[config.mk]
export PLATFORM = sky130hd
export DESIGN_NAME = outwrctl
export DESIGN_NICKNAME = d
export VERILOG_FILES = /design/src/rtl/outwrctl.sv
export SDC_FILE = /design/constraint.sdc
export NUM_CORES = 1
export LEC_CHECK = 0
export ABC_AREA = 1
export BUFFER_PORTS_ARGS = -buffer_cell sky130_fd_sc_hd__clkbuf_2
export CAP_MARGIN = 15
export CELL_PAD_IN_SITES_DETAIL_PLACEMENT = 0
export CELL_PAD_IN_SITES_GLOBAL_PLACEMENT = 1
export CORE_UTILIZATION = 41
export CTS_CLUSTER_DIAMETER = 100
export DETAILED_ROUTE_END_ITERATION = 8
export GPL_TIMING_DRIVEN = 0
export PLACE_DENSITY = 0.87
export SLEW_MARGIN = 5
export SYNTH_ARGS = -nofsm -noshare
export SYNTH_HDL_FRONTEND = slang
export SYNTH_SLANG_ARGS = --single-unit
[constraint.sdc]
create_clock -name clk -period 4.4 [get_ports clk]
set_input_delay 0.88 -clock clk [delete_from_list [all_inputs] [get_ports clk]]
set_output_delay 0.88 -clock clk [all_outputs]
set_load 0.01 [all_outputs]
[src/rtl/outwrctl.sv]
// Buffers quantizer words in a small FIFO and drains one per granted cycle into data memory, stepping the address unit per write.
// One-cycle FIFO latency; in_ready drops on full FIFO or once the job's word count has been accepted.
module outwrctl #(
  parameter int BDBANKA   = 15,
  parameter int BDBANKW   = 64,
  parameter int FIFODEPTH = 4,
  parameter int BCNT      = 15
) (
  input  logic               clk,
  input  logic               rst_n,
  input  logic               clr,
  input  logic               start,
  input  logic [BDBANKA-1:0] baseaddr,
  input  logic [BCNT-1:0]    numwords,
  input  logic               in_valid,
  output logic               in_ready,
  input  logic [BDBANKW-1:0] in_data,
  output logic               req,
  input  logic               grant,
  output logic               agu_load,
  output logic [BDBANKA-1:0] agu_baseaddr,
  output logic               agu_step,
  output logic               wren,
  output logic [BDBANKW-1:0] wrdata,
  output logic               busy,
  output logic               done
);

  localparam int PW = (FIFODEPTH > 1) ? $clog2(FIFODEPTH) : 1;
  localparam logic [PW:0] DEPTH = (PW+1)'(FIFODEPTH);

  typedef enum logic [1:0] {IDLE, LOAD, RUN, DONE} state_t;

  state_t             state_q, state_d;
  logic [BDBANKA-1:0] base_q, base_d;
  logic [BCNT-1:0]    num_q, num_d;
  logic [BCNT-1:0]    acc_q, acc_d;
  logic [BCNT-1:0]    rem_q, rem_d;
  logic [PW-1:0]      wr_ptr_q, wr_ptr_d;
  logic [PW-1:0]      rd_ptr_q, rd_ptr_d;
  logic [PW:0]        cnt_q, cnt_d;
  logic [BDBANKW-1:0] mem_q [FIFODEPTH];

  logic fifo_nempty;
  logic push;
  logic pop;

  assign fifo_nempty  = (cnt_q != '0);
  assign in_ready     = ((state_q == LOAD) || (state_q == RUN)) && (cnt_q != DEPTH) && (acc_q < num_q);
  assign req          = (state_q == RUN) && fifo_nempty;
  assign wren         = req & grant;
  assign agu_step     = wren;
  assign agu_load     = (state_q == LOAD);
  assign agu_baseaddr = base_q;
  assign busy         = (state_q != IDLE);
  assign done         = (state_q == DONE);
  // Stale storage is masked so an empty FIFO always presents zero.
  assign wrdata       = fifo_nempty ? mem_q[rd_ptr_q] : '0;

  assign push = in_valid & in_ready;
  assign pop  = wren;

  always_comb begin
    state_d  = state_q;
    base_d   = base_q;
    num_d    = num_q;
    acc_d    = acc_q;
    rem_d    = rem_q;
    wr_ptr_d = wr_ptr_q;
    rd_ptr_d = rd_ptr_q;
    cnt_d    = cnt_q;

    if (push) begin
      wr_ptr_d = wr_ptr_q + PW'(1);
      acc_d    = acc_q + BCNT'(1);
    end
    if (pop) begin
      rd_ptr_d = rd_ptr_q + PW'(1);
      rem_d    = rem_q - BCNT'(1);
    end
    case ({push, pop})
      2'b10:   cnt_d = cnt_q + (PW+1)'(1);
      2'b01:   cnt_d = cnt_q - (PW+1)'(1);
      default: cnt_d = cnt_q;
    endcase

    case (state_q)
      IDLE: begin
        if (start) begin
          if (numwords == '0) begin
            state_d = DONE;
          end else begin
            state_d  = LOAD;
            base_d   = baseaddr;
            num_d    = numwords;
            acc_d    = '0;
            rem_d    = numwords;
            wr_ptr_d = '0;
            rd_ptr_d = '0;
            cnt_d    = '0;
          end
        end
      end
      LOAD: state_d = RUN;
      RUN:  if (pop && (rem_q == BCNT'(1))) state_d = DONE;
      DONE: state_d = IDLE;
      default: state_d = IDLE;
    endcase

    if (clr) begin
      state_d  = IDLE;
      base_d   = '0;
      num_d    = '0;
      acc_d    = '0;
      rem_d    = '0;
      wr_ptr_d = '0;
      rd_ptr_d = '0;
      cnt_d    = '0;
    end
  end

  always_ff @(posedge clk or negedge rst_n) begin
    if (!rst_n) begin
      state_q  <= IDLE;
      base_q   <= '0;
      num_q    <= '0;
      acc_q    <= '0;
      rem_q    <= '0;
      wr_ptr_q <= '0;
      rd_ptr_q <= '0;
      cnt_q    <= '0;
    end else begin
      state_q  <= state_d;
      base_q   <= base_d;
      num_q    <= num_d;
      acc_q    <= acc_d;
      rem_q    <= rem_d;
      wr_ptr_q <= wr_ptr_d;
      rd_ptr_q <= rd_ptr_d;
      cnt_q    <= cnt_d;
    end
  end

  always_ff @(posedge clk) begin
    if (push) mem_q[wr_ptr_q] <= in_data;
  end

endmodule
==> results.toml <==
[status]
status = "finished, final reports clean"

[logic_synthesis]
syn-mean-instance-area_um2 = 10.6
ys_ff_latch = 325
yosysWarnings = 0
syn-num-nets = 1449
yosys.area.top_type = "edfxtp_1"
ys_seq_area_frac = 0.673
synth_top_area_share = 0.550
synthFlopType = "edfxtp_1"
synthArstFlopShare = 0.212
synth_edf_count = 256
postSynthCellCount = 1322
synth_area_mm2 = 0.0140
synth.area.top_cells = "edfxtp_1, dfrtp_1, nor2_1, o21ai_0, nand2_1"
synth.most_common_cell = "nor2_1"
ys_top_cells_by_count = "nor2_1, edfxtp_1, o21ai_0"
synth_cell_type_count = 31

[layout]
multiInputGateArea_mm2 = 0.00394
finish.instance_area_mm2 = 0.0170
fin_util = 0.506
num-nets-final = 1684
syn_to_final_growth_pct = 21.4
drive_above_1_share = 0.185
fillers = 2982
final-seq-area_mm2 = 0.00941
layout.cells.non_filler = 2031

[floorplanning]
fp.dieArea_mm2 = 0.0349
core_area_mm2 = 0.0335
initial_core_util = 0.417
die_h_um = 187
io_pins = 186
dieWidth_um = 187
rows = 67

[critical_path]
worst_setup_path_end_kind = "primary output"
cp_cell_sequence = "inv_1 -> nand3b_1 -> inv_1 -> buf_2 -> buf_1 -> a21oi_1 -> clkbuf_2"
worstPathArrival_ns = 2.43
required_ns = 3.52
rrSetupSlack_ns = 1.21
cp-startpoint = "cnt_q[0]"
crit_type = "register to primary output"
rr_worst_depth = 11
rr_endpoint = "mem_q[1][22]"
endpoint = "wrdata[5]"
r2r_start = "state_q[0]"
critPathSlowestCell = "buf_1"
critPathMaxStageDelay_ns = 0.53
crit_fanout = 10
cp_common_cell = "inv_1"
startpoint_type = "register"

[placed_design]
place_inst = 1966
dpl.hpwl_um = 22600
io_buffer_count = 184
placed_cell_area_mm2 = 0.0158
place.gp.congestion = 0.857

[clocking]
post_cts_buffers = 0
clock_latency_ns = 0.52
post_cts_resize_count = 0
cts.sinks = 325
path_clk_slew_ns = 0.06
h-tree-depth = 2
cts_hold_buf = 0
cts_tree = "built"
clock-root-buffer = "clkbuf_16"
cts.path.max_buffers = 3
numCtsBuffers = 37

[global_routing]
grt_max_degree = 61
grt.total_usage = 0.190
antenna_found_initial = 2
grt_overflow = 0
grt_pass1_vias = 9729
grt_pass1_wl_um = 52200

[pwr]
p_leak_nw = 6.96
power_frac_clock = 0.330
p_per_area_mw_per_mm2 = 524
cellInternalPower_w = 0.00618
pwr-share-comb = 0.234
vdd_ir_drop_max_mv = 0.344
p_seq_frac = 0.436
swShare = 0.305
power_switching_w = 0.00271

[timing]
fmax_ghz = 0.302
min_period_over_period = 0.753
setup_violations = 0
tightestPinTransition_ns = 0.850
slew_viol_final = 0
finalHoldViolations = 0
setup_tns_ns = 0
period_needed_ns = 3.31
grt_setup_unrepaired = "no"
max_slew_margin = 0.432
skew_ns = 0.0221
fin_hold_ws_ns = 0.231

[routing]
vias_per_cell = 4.97
wire_per_inst_um = 16.3
drtAntennaViolNets = 0
drc = 0
drt-total-wl_um = 33200
first_iter_violations = 765
first_pass_iters = 5
vias = 10100

[hold_path]
hp-class = "input port to async pin"

[job]
max_cap_violations = 0
==> worst min path at each step <==
| stage | from | end | slack [ns] | depth (start not counted) |
|---|---|---|---|---|
| 2_1_floorplan | num_q[0] | num_q[0] | 0.44 | 2 |
| 3_3_place_gp | agu_baseaddr[5] | agu_baseaddr[5] | 0.46 | 2 |
| 3_5_place_dp | agu_baseaddr[6] | agu_baseaddr[6] | 0.46 | 2 |
| 4_1_cts | rst_n | agu_baseaddr[14] | 0.22 | 1 |
| 5_1_grt | rst_n | acc_q[6] | 0.23 | 1 |
| 6_report | rst_n | acc_q[5] | 0.23 | 1 |
==> per-stage QoR <==
stage / worst slack (ns) / power [W]
after global placement: -2.45 / 0.00591
after global routing: 0.932 / 0.00935
after CTS: 1.04 / 0.00897
after detailed placement: 1.17 / 0.00603
after floorplan: -0.186 / 0.00517
final: 1.09 / 0.00889
==> worst max-delay path: cells and delay by family (launching register included) <==
family                 cells  cell delay [ns]
AOI/OAI and AO/OA          1             0.16
and+or+nand+nor            1             0.15
DFF                        1             0.40
buffers and inverters      5             1.22
==> power groups by stage <==
| stage | Sequential, W | Clock, W | Combinational [W] |
|---|---|---|---|
| after floorplan | 0.00394 | 0 | 0.00123 |
| after global placement | 0.00399 | 0 | 0.00192 |
| after detailed placement | 0.00394 | 0 | 0.00209 |
| after CTS | 0.00388 | 0.00299 | 0.00210 |
| after global routing | 0.00392 | 0.00309 | 0.00234 |
| final | 0.00388 | 0.00293 | 0.00208 |
==> kinds of logic (layout without fill, tap and decap cells) <==
| logic type | Yosys count | count (layout) | synth area share |
|---|---|---|---|
| compound gates | 253 | 253 | 0.0913 |
| xor+xnor | 13 | 13 | 0.00814 |
| fa+ha+maj | 27 | 27 | 0.0247 |
| buf+inv | 161 | 421 | 0.0477 |
| flops | 325 | 325 | 0.673 |
| other cells | 0 | 1 | 0 |
| simple gates | 543 | 543 | 0.155 |
==> layout make-up <==
cell class	instances	share of cell area
clock inverter	16	0.00921
sequential	325	0.555
tap	448	0.0330
inverter	98	0.0217
clock buffer	48	0.0595
multi-input combinational	836	0.232
antenna	1	0.000147
timing repair buffer	196	0.0725
buffer	63	0.0176
==> routing by layer <==
metal	GRT usage	share of wire
met1	0.241	0.41
met2	0.333	0.50
met3	0.0325	0.065
met4	0.0549	0.024
met5	0	0.00039
==> placed cells by master (no fill, tap or decap), drive strengths merged, types with 4 or more instances in the layout <==
master	n
xor2	12
dfrtp	69
ha	26
nand3	38
nor2	333
nand2	158
clkinv	12
nand4	7
buf	56
nor3	4
a21oi	75
o21ai	174
clkbuf	251
edfxtp	256
inv	100
==> registers in the layout (all words and copies together), names as in the netlist <==
register / count
rd_ptr_q: 2
num_q: 15
mem_q: 256
rem_q: 15
wr_ptr_q: 2
acc_q: 15
agu_baseaddr: 15
cnt_q: 3
state_q: 2
No activity file was read; power rests on OpenSTA's default activity.
